$ cat src/rtl/fifo_request.sv
// fifo_request: per-port input FIFO feeding the round-robin arbiter, with registered pop output,
// watermarks and a sticky overflow/underflow flag.
module fifo_request #(
    parameter int DATA_WIDTH = 6,
    parameter int ADDR_WIDTH = 2,
    parameter int AF_THRESH  = 3,
    parameter int AE_THRESH  = 1
) (
    input  logic                  clk,
    input  logic                  reset_L,
    input  logic                  push,
    input  logic [DATA_WIDTH-1:0] data_in,
    input  logic                  pop,
    output logic [DATA_WIDTH-1:0] data_out,
    output logic                  valid_out,
    output logic                  request,
    output logic                  full,
    output logic                  empty,
    output logic                  almost_full,
    output logic                  almost_empty,
    output logic                  error,
    output logic [ADDR_WIDTH:0]   count
);
    localparam int DEPTH = 2 ** ADDR_WIDTH;

    logic [DATA_WIDTH-1:0] mem [DEPTH];
    logic [ADDR_WIDTH-1:0] wr_ptr, rd_ptr;
    logic                  do_push, do_pop;

    assign empty        = count == '0;
    assign full         = count == (ADDR_WIDTH+1)'(DEPTH);
    assign almost_full  = count >= (ADDR_WIDTH+1)'(AF_THRESH);
    assign almost_empty = count <= (ADDR_WIDTH+1)'(AE_THRESH);
    assign request      = !empty;
    assign do_pop       = pop && !empty;
    // a full FIFO still accepts a push when the same edge frees a slot
    assign do_push      = push && (!full || do_pop);

    always_ff @(posedge clk)
        if (do_push) mem[wr_ptr] <= data_in;

    always_ff @(posedge clk or negedge reset_L) begin
        if (!reset_L) begin
            wr_ptr    <= '0;
            rd_ptr    <= '0;
            count     <= '0;
            data_out  <= '0;
            valid_out <= 1'b0;
            error     <= 1'b0;
        end else begin
            valid_out <= do_pop;
            error     <= error | (push && !do_push) | (pop && empty);
            if (do_push) wr_ptr <= wr_ptr + ADDR_WIDTH'(1);
            if (do_pop) begin
                data_out <= mem[rd_ptr];
                rd_ptr   <= rd_ptr + ADDR_WIDTH'(1);
            end
            if (do_push && !do_pop) count <= count + (ADDR_WIDTH+1)'(1);
            else if (do_pop && !do_push) count <= count - (ADDR_WIDTH+1)'(1);
        end
    end
endmodule

$ cat config.mk
export PLATFORM = sky130hd
export DESIGN_NAME = fifo_request
export DESIGN_NICKNAME = d
export VERILOG_FILES = /design/src/rtl/fifo_request.sv
export SDC_FILE = /design/constraint.sdc
export NUM_CORES = 1
export LEC_CHECK = 0
export ABC_CLOCK_PERIOD_IN_PS = 1670
export BUFFER_PORTS_ARGS = -buffer_cell sky130_fd_sc_hd__clkbuf_2
export CORE_ASPECT_RATIO = 0.8
export CORE_MARGIN = 3
export CORE_UTILIZATION = 52
export CTS_BUF_LIST = sky130_fd_sc_hd__clkbuf_4
export DETAILED_ROUTE_END_ITERATION = 10
export PLACE_DENSITY = 0.77
export SYNTH_ARGS = -nofsm -noshare
export SYNTH_HDL_FRONTEND = slang
export SYNTH_SLANG_ARGS = --single-unit
$ cat constraint.sdc
create_clock -name clk -period 1.67 [get_ports clk]
set_input_delay 0.0835 -clock clk [delete_from_list [all_inputs] [get_ports clk]]
set_output_delay 0.0835 -clock clk [all_outputs]
set_load 0.05 [all_outputs]
==> results of run 1 <==
sequential cells by signal, summed over array words and instances, names as in the netlist:
register and cells:
mem 24, error 1, rd_ptr 2, valid_out 1, count 3, data_out 6
wr_ptr 2
cell usage in the layout, fill, tap and decap left out, types with 2 or more instances in the layout:
master         instances
o21ai_1                3
dlygate4sd3_1          7
ha_1                   6
a21oi_1                2
buf_6                  2
xnor2_1                4
ha_4                   4
nor2_1                 3
inv_1                  6
inv_2                  2
dfrtp_2                3
edfxtp_1              24
buf_4                 10
nand2_1                2
and2_2                 4
clkbuf_4               7
clkinv_1               2
mux4_2                 6
clkbuf_2              22
dfrtp_1               12
mux2_2                 7
final timing paths:
| path | startpoint | to | slack, ns | cells after the start |
|---|---|---|---|---|
| setup / recovery | count[0]$_DFFE_PN0P_ | almost_full | -0.01 | 6 |
| hold / removal | pop | rd_ptr[1]$_DFFE_PN0P_ | 0.11 | 3 |
| setup reg to reg | count[1]$_DFFE_PN0P_ | count[2]$_DFFE_PN0P_ | 0.02 | 9 |
| hold reg to reg | error$_DFF_PN0_ | error$_DFF_PN0_ | 0.47 | 1 |
| max in group asynchronous | reset_L | count[1]$_DFFE_PN0P_ | 1.19 | 2 |
| min in group asynchronous | reset_L | rd_ptr[1]$_DFFE_PN0P_ | 0.17 | 2 |
cells by family after synthesis:
family          share of synthesized area (%)
flops                                   65.96
simple gates                            4.518
mux                                     13.48
compound gates                          2.711
xor+xnor                                2.635
buf+inv                                 3.163
fa+ha+maj                               7.530
through the flow:
step,std cells,util (%)
5_1_grt,189,74.35
4_1_cts,184,71.54
2_1_floorplan,102,-
3_5_place_dp,167,65.22
6_report,189,74.35
3_3_place_gp,167,65.22
where the power goes:
part	switching [mW]	leakage (nW)	total (mW)	internal (mW)
clock	0.289	0.0307	0.462	0.172
sequential	0.195	0.391	1.53	1.33
combinational	1.36	0.468	2.30	0.938
total	1.85	0.890	4.29	2.44
critical path, cell delays in order, from the launching register on:
cell and delay (ns):
dfrtp_2 0.44, buf_6 0.14, ha_4 0.16, ha_4 0.15
nor2_2 0.09, o21ai_1 0.08, clkbuf_8 0.18
layout make-up:
class | instances | share of cell area [%]
timing repair buffer | 44 | 14.83
clock inverter | 2 | 0.3490
multi-input combinational | 52 | 27.98
clock buffer | 6 | 2.094
tap | 38 | 2.211
sequential | 39 | 51.13
inverter | 8 | 1.396
layer usage:
| metal | vias to the layer above | global-route usage (%) |
|---|---|---|
| li1 | 459 | - |
| met1 | 477 | 21.45 |
| met2 | 27 | 27.85 |
| met3 | 7 | 5.009 |
| met4 | 0 | 10.03 |
| met5 | - | 0 |
synth_stat cells (2+ instances only):
library cell	count
nor2_1	4
inv_1	8
and2_1	4
a21oi_1	2
xnor2_1	4
o21ai_0	4
mux2_2	7
nand2_1	3
ha_1	10
mux4_2	6
dfrtp_1	15
edfxtp_1	24
repair_timing:
| item | in CTS | in global routing |
|---|---|---|
| hold buffers | 7 | 0 |
| setup buffers | 2 | 5 |
| hold endpoints to repair | 39 | 0 |
| resized for setup | 9 | 11 |
| pin swaps | 1 | 6 |
| endpoints found under the setup margin | 2 | 29 |
==> results.md, run 1 <==
* P_leak at 0.8896 nW
* Final setup fails at 1
* Post-Synthesis Cells at between 100 and 150
* Worst EP arrival at 1.60 ns
* Clock sink total at 39
* Largest net degree at the start of global routing at 16
* Die width at around 70 µm
* Final net count at between 150 and 200
* Area of the multi-input gates at 601.8 µm²
* # diodes at 0
* Clock-pin transition on the worst setup and hold timing paths at 0.11 ns
* Filler cells at 190
* Yosys top cell area share at a little over two fifths
* TNS Setup at -0.01226 ns
* Drt drc at 0
* Crit path time final at 1.682 ns
* Yosys Warn Count at 0
* Post-DP Area at around 1900 µm²
* Setup ws final at -0.01226 ns
* Buffer depth of the longest clock path at 2
* Initial antenna violation count at 0
* Initial drt markers at 44
* Mapped Nets at 122
* Final HPWL DP at 1999 µm
* Total gr overflow at 0
* Most area-consuming cells after synthesis: edfxtp_1 (43%), dfrtp_1 (23%), mux4_2 (8.1%)
* Seq/Total Area, Yosys at 65.96%
* Total number of vias at 970
* Maxcap violations at 0
* DR pass1 iterations at 4
* Yosys reg bits at 39
* EDFF count, synth at 24
* DRT antenna net count at 0
* Total GRT Usage at 17.50%
* Synthesized area at 1662 µm²
* Worst-margin pin slew at about 0.38 ns
* Slew Limit Fails at 0
* Placer Congestion at 0.7501
* Crit path capture type: output port
* Worst-skew pair later-pin latency at 0.35 ns
* Main flop type after synthesis: edfxtp_1
* Cell taking the most area after synthesis: edfxtp_1
* Pre-CTS setup slack at -0.07848 ns
* DR WL met3 at between 150 and 200 µm
* Status: complete, but fails checks
* PwrDens at 1994 nW/µm²
* Vias per cell at 5.132
* Netlist cell types at 23
* RSZ-0062 raised after global routing: true
* Area grow syn2layout at 29.44%
* Crit share post-route at 100.7%
* Port bufs at 25
* Kind of start point of the critical path: flop
* Vias in the first global route at slightly below 1000
* Final WL at 3004 µm
* Die Y at 56.56 µm
* Wl on met1 at 1274 µm
* Ys async rst share at 38.46%
* Maximum vdd drop at 806.5 µV
* Worst Hold Class: input pin to flop
* Root Buffer: clkbuf_4
* Boundary pin count at 26
* Failing checks: negative setup slack
* Die ar. at 3914 µm²
* CTS tree: done
* Design area at approximately 2200 µm²
* Max Clock Freq at between 500 and 600 MHz
* Max Used Layer: met4
* Initial Util at between 50% and 60%
* Fin. Hold Viols at 0
* CP Max Fanout at 4
* Critical Path RT at 1.59 ns
* Share of layout cells above drive strength 1 at 49.01%
* Met2 wire len at 1499 µm
* Total power at 4.289 mW
* Mapped Avg Cell Area at 16.29 µm²
* Hold WS at 0.1073 ns
* Clk_skew at 0.008173 ns
* Row cnt at 17
* Setup CP Type: flop to output port
* First-pass GRT wire length at between 4000 and 5000 µm
* Slew margin rel. at 74.44%
* Cts bufs inserted at 5
* Storage element area at around 1100 µm²
* Wire per inst at 15.89 µm
* Total core area at 2893 µm²
* H-tree depth at 2
No activity file was read; power rests on OpenSTA's default activity.
==> inputs of run 2 (changes only) <==
- GPL_TIMING_DRIVEN: not set -> 0
- SKIP_CTS_REPAIR_TIMING: not set -> 1
==> run 2 against run 1 <==
Against the previous run: the flow now finishes without violations; worst hold slack got worse by 0.052 ns; combinational power decreased by 6%; clock power about the same; register-to-register slack improved by 0.02 ns; sequential power decreased by 3%; critical path type unchanged; highest routed layer unchanged.
==> results.md, run 2 (synthesis results as in run 1) <==
* Cells after DPL at 165 (-1.2%)
* Total gr overflow at 0 (unchanged)
* Area grow syn2layout at 24.10%
* Final setup fails at 0 (-1)
* FF-to-FF path depth at 8 (-1)
* Largest regs: mem x24, data_out x6, count x3
* Initial antenna violation count at 0 (unchanged)
* Die width at 69.20 µm (unchanged)
* Worst EP arrival at 1.55 ns (-0.05 ns)
* Wire per inst at 15.45 µm (-2.8%)
* Design area at 2062 µm² (-4.1%)
* Worst-margin pin slew at 0.4413 ns (+0.05796 ns)
* Storage element area at 1100 µm² (unchanged)
* Slew margin rel. at 70.58% (-3.9 points)
* Final WL at 2858 µm (-4.9%)
* Vias per cell at 5.097 (-0.68%)
* Crit share post-route at 98.06% (-2.7 points)
* Cts bufs inserted at 5 (unchanged)
* Clock sink total at 39 (unchanged)
* DR pass1 iterations at 4 (unchanged)
* Critical Path RT at 1.59 ns (about the same)
* Area of the multi-input gates at 565.5 µm² (-6.0%)
* Crit path time final at 1.638 ns (-0.04468 ns)
* Share of layout cells above drive strength 1 at 44.90% (-4.1 points)
* Fin. Hold Viols at 0 (unchanged)
* Placer Congestion at 0.7448 (-0.71%)
* Clock-pin transition on the worst setup and hold timing paths at 0.12 ns (about the same)
* Initial drt markers at 33 (-25%)
* Port bufs at 25 (unchanged)
* Boundary pin count at 26 (unchanged)
* Vias in the first global route at 958 (-2.2%)
* RSZ-0062 raised after global routing: true
* Total core area at 2893 µm² (unchanged)
* Setup CP Type: flop to output port
* Die Y at 56.56 µm (unchanged)
* Core Util, Final at 71.28% (-3.1 points)
* Post-DP Area at 1872 µm² (-0.80%)
* Filler cells at 193 (+1.6%)
* First-pass GRT wire length at 4374 µm (-12%)
* Buffer depth of the longest clock path at 2 (unchanged)
* Slew Limit Fails at 0 (unchanged)
* Max Clock Freq at 610.7 MHz (+2.7%)
* Clk_skew at 0.01960 ns (+0.01143 ns)
* Final net count at 166 (-2.4%)
* TNS Setup at 0 ns (+0.01226 ns)
* DRT antenna net count at 0 (unchanged)
* Largest Register: mem
* Pre-CTS setup slack at -0.09140 ns (-0.01292 ns)
* Root Buffer: clkbuf_4
* P_leak at 0.8581 nW (-3.5%)
* Die ar. at 3914 µm² (unchanged)
* Non-filler cells, final at 185 (-2.1%)
* CTS tree: done
* Largest net degree at the start of global routing at 16 (unchanged)
* Maxcap violations at 0 (unchanged)
* Total GRT Usage at 15.64% (-1.9 points)
* # diodes at 0 (unchanged)
* Initial Util at 57.44% (unchanged)
* Status: finished, final reports clean
* Row cnt at 17 (unchanged)
* Worst r2r src: count[1]$_DFFE_PN0P_
* Worst-skew pair later-pin latency at 0.35 ns (about the same)
* Drt drc at 0 (unchanged)
* Kind of start point of the critical path: flop
* Hold Crit Start: pop
* Max reg flops at 24 (unchanged)
* Most frequent cells in the layout: clkbuf_2 (24), edfxtp_1 (24), dfrtp_1 (12)
* Crit path capture type: output port
* CP Max Fanout at 5 (+1)
* Setup ws final at 0.03243 ns (+0.04468 ns)
* H-tree depth at 2 (unchanged)
* Total number of vias at 943 (-2.8%)
* WHS Path Cells at 3 (unchanged)
* Maximum vdd drop at 917.6 µV (+14%)
* Crit path from: count[0]$_DFFE_PN0P_
* PwrDens at 1992 nW/µm² (about the same)
* Worst Hold Class: input pin to flop
-- run 2: changes by cell type in the layout (fill, tap and decap cells not counted), moves of 2 or more --
cell      before  now
buf_4         10    6
clkbuf_2      22   24
ha_4           4    2
inv_2          2    0
inv_4          0    2
-- run 2: worst max-delay path, cell delays in order (launching register included) --
cell and delay (ns):
dfrtp_2 0.46, ha_2 0.21, ha_1 0.20, nor2_1 0.09, o21ai_1 0.09, buf_6 0.16
-- run 2: through the flow --
stage          total power [mW]  hold WS (ns)
5_1_grt                   4.374       0.04911
6_report                  4.108       0.05505
3_3_place_gp              3.416       0.01246
2_1_floorplan             3.051       -0.2121
3_5_place_dp              3.488       0.01700
4_1_cts                   3.956       -0.3738
-- run 2: path summary, 6_finish.rpt --
kind                            slack (ns)                    end
worst max-delay path                  0.03            almost_full
worst min-delay path                  0.06  rd_ptr[1]$_DFFE_PN0P_
worst max register to register        0.04   count[2]$_DFFE_PN0P_
worst min register to register        0.48        error$_DFF_PN0_
max in group asynchronous             1.19   count[0]$_DFFE_PN0P_
min in group asynchronous             0.16  rd_ptr[1]$_DFFE_PN0P_
-- run 2: cell type report --
type                            count  area share (%)
Clock inverter                      2          0.3641
Multi-Input combinational cell     52           27.43
Clock buffer                        6           2.184
Buffer                              3           1.092
Sequential cell                    39           53.34
Timing Repair Buffer               37           11.59
Inverter                            8           1.699
Tap cell                           38           2.306
-- run 2: metal layers --
layer	global-route usage [%]	wire length (µm)	vias to the layer above
met1	15.75	1225	456
met5	0	0	-
li1	-	-	450
met2	27.58	1411	33
met4	6.685	42	0
met3	7.513	179	4
-- run 2: power by group --
part | leakage, nW | internal (mW) | switching [mW]
clock | 0.0307 | 0.172 | 0.287
sequential | 0.391 | 1.33 | 0.145
combinational | 0.436 | 0.811 | 1.36
==> inputs of run 3 (changes only) <==
- CTS_CLUSTER_DIAMETER: not set -> 120
- MAX_ROUTING_LAYER: not set -> met4
==> run 3 against run 2 <==
Against the previous run: combinational power about the same; final cell count unchanged; setup slack worse by 0.0061 ns; non-clock buffer count unchanged; flip-flop and latch count unchanged; critical endpoint is now count[2]$_DFFE_PN0P_.
==> results.md, run 3 (synthesis results as in run 1) <==
* Cells after DPL at 165 (unchanged)
* Boundary pin count at 26 (unchanged)
* Total gr overflow at 0 (unchanged)
* Cts bufs inserted at 5 (unchanged)
* Max reg flops at 24 (unchanged)
* # diodes at 0 (unchanged)
* Hold endpoint: rd_ptr[1]$_DFFE_PN0P_
* Total number of vias at 967 (+2.5%)
* Worst Hold Class: input pin to flop
* Drt drc at 0 (unchanged)
* CTS tree: done
* Initial antenna violation count at 0 (unchanged)
* Kind of start point of the critical path: flop
* Placer Congestion at 0.7542 (+1.3%)
* Final WL at 2925 µm (+2.3%)
* Clock sink total at 39 (unchanged)
* Top delay family on crit path: flip-flops
* Final net count at 166 (unchanged)
* CP Max Fanout at 7 (+2)
* Setup ws final at 0.02634 ns (-0.006086 ns)
* Hold Crit Start: pop
* PwrDens at 1998 nW/µm² (+0.27%)
* Pre-CTS setup slack at -0.09140 ns (unchanged)
* Most frequent cells in the layout: clkbuf_2 (24), edfxtp_1 (24), dfrtp_1 (12)
* RSZ-0062 raised after global routing: true
* Vias per cell at 5.227 (+2.5%)
* Core Util, Final at 71.28% (unchanged)
* Crit path capture type: flop
* Port bufs at 25 (unchanged)
* Root Buffer: clkbuf_4
* Crit share post-route at 98.42% (+0.36 points)
* Crit path time final at 1.644 ns (+0.006086 ns)
* Worst-skew pair later-pin latency at 0.35 ns (about the same)
* Wire per inst at 15.81 µm (+2.3%)
* Die ar. at 3914 µm² (unchanged)
* Row cnt at 17 (unchanged)
* Die width at 69.20 µm (unchanged)
* Initial drt markers at 41 (+24%)
* Maximum vdd drop at 919.7 µV (+0.23%)
* WHS Path Cells at 3 (unchanged)
* Largest Register: mem
* RR Endpoint: count[2]$_DFFE_PN0P_
* Fin. Hold Viols at 0 (unchanged)
* Maxcap violations at 0 (unchanged)
* DRT antenna net count at 0 (unchanged)
* Clock-pin transition on the worst setup and hold timing paths at 0.12 ns (about the same)
* Hold WS at 0.05058 ns (-0.004473 ns)
* Worst-path cell chain: inv_4 > ha_4 > nand2_1 > o21a_4 > ha_4 > nor2b_1 > a21oi_1 > o21ai_1
* Slew margin rel. at 70.01% (-0.57 points)
* Worst-margin pin slew at 0.4499 ns (+0.008571 ns)
* Buffers plus inverters on the worst setup path at 1 (unchanged)
* Delay of the slowest critical-path stage at 0.46 ns (about the same)
* Total power at 4.120 mW (+0.27%)
* DR pass1 iterations at 4 (unchanged)
* Slowest-stage cell, CP: dfrtp_2
* Setup CP Type: flop to flop
* Critical Path RT at 1.92 ns (+0.33 ns)
* Internal reg-to-reg setup slack at 0.03 ns (about the same)
* Buffer depth of the longest clock path at 2 (unchanged)
* Non-filler cells, final at 185 (unchanged)
* First-pass GRT wire length at 4374 µm (unchanged)
* Final setup fails at 0 (unchanged)
* Share of layout cells above drive strength 1 at 44.90% (unchanged)
* Clk_skew at 0.01844 ns (-0.001156 ns)
* Initial Util at 57.44% (unchanged)
* Worst EP arrival at 1.90 ns (+0.35 ns)
* Largest net degree at the start of global routing at 16 (unchanged)
* Total GRT Usage at 16.09% (+0.45 points)
* H-tree depth at 2 (unchanged)
* Slew Limit Fails at 0 (unchanged)
* Worst r2r src: count[1]$_DFFE_PN0P_
* Vias in the first global route at 958 (unchanged)
* Total core area at 2893 µm² (unchanged)
* Max Clock Freq at 608.4 MHz (-0.37%)
* FF-to-FF path depth at 8 (unchanged)
* Status: finished, final reports clean
* Die Y at 56.56 µm (unchanged)
* Most used cell, CP: ha_4
* Area grow syn2layout at 24.10% (unchanged)
* P_leak at 0.8581 nW (unchanged)
* Largest regs: mem x24, data_out x6, count x3
## run 3: cell counts in the layout (fill, tap and decap cells not counted)
No cell type changed its count.
## run 3: power breakdown
| group | switching [mW] | internal, mW | leakage [nW] | total, mW |
|---|---|---|---|---|
| clock network | 0.291 | 0.172 | 0.0307 | 0.463 |
| logic | 1.37 | 0.811 | 0.436 | 2.18 |
| registers | 0.146 | 1.33 | 0.391 | 1.48 |
## run 3: layer usage
layer | wire length [µm] | track usage (%) | vias to the layer above
li1 | - | - | 450
met1 | 1237 | 15.75 | 477
met2 | 1437 | 27.58 | 35
met3 | 192 | 7.513 | 5
met4 | 57 | 6.685 | 0
met5 | 0 | - | -
## run 3: worst max-delay path by stage
stage / startpoint / to / slack [ns] / cells past startpoint
after detailed placement: count[0]$_DFFE_PN0P_ / count[2]$_DFFE_PN0P_ / -0.09 / 7
after global routing: count[0]$_DFFE_PN0P_ / almost_full / -0.05 / 5
after global placement: count[0]$_DFFE_PN0P_ / count[2]$_DFFE_PN0P_ / -0.05 / 7
after floorplan: count[0]$_DFFE_PN0P_ / count[2]$_DFFE_PN0P_ / -0.09 / 7
after CTS: count[1]$_DFFE_PN0P_ / count[2]$_DFFE_PN0P_ / -0.10 / 7
final: count[1]$_DFFE_PN0P_ / count[2]$_DFFE_PN0P_ / 0.03 / 8
## run 3: per-stage QoR
step,TNS [ns],instance area (µm²)
floorplan,-0.08854,1699
global placement,-0.04577,1872
detailed placement,-0.09140,1872
CTS,-0.1263,1924
global route,-0.1024,2062
finish,0,2062
## run 3: area by class of cell
type | instances | area (µm²)
Fill cell | 193 | 830.8
Tap cell | 38 | 47.55
Multi-Input combinational cell | 52 | 565.5
Inverter | 8 | 35.03
Buffer | 3 | 22.52
Sequential cell | 39 | 1100
Clock inverter | 2 | 7.507
Timing Repair Buffer | 37 | 239.0
Clock buffer | 6 | 45.04
## run 3: worst min-delay path, cell delays in order
cell      delay (ns)
clkbuf_2        0.13
nand3_1         0.10
xnor2_1         0.06
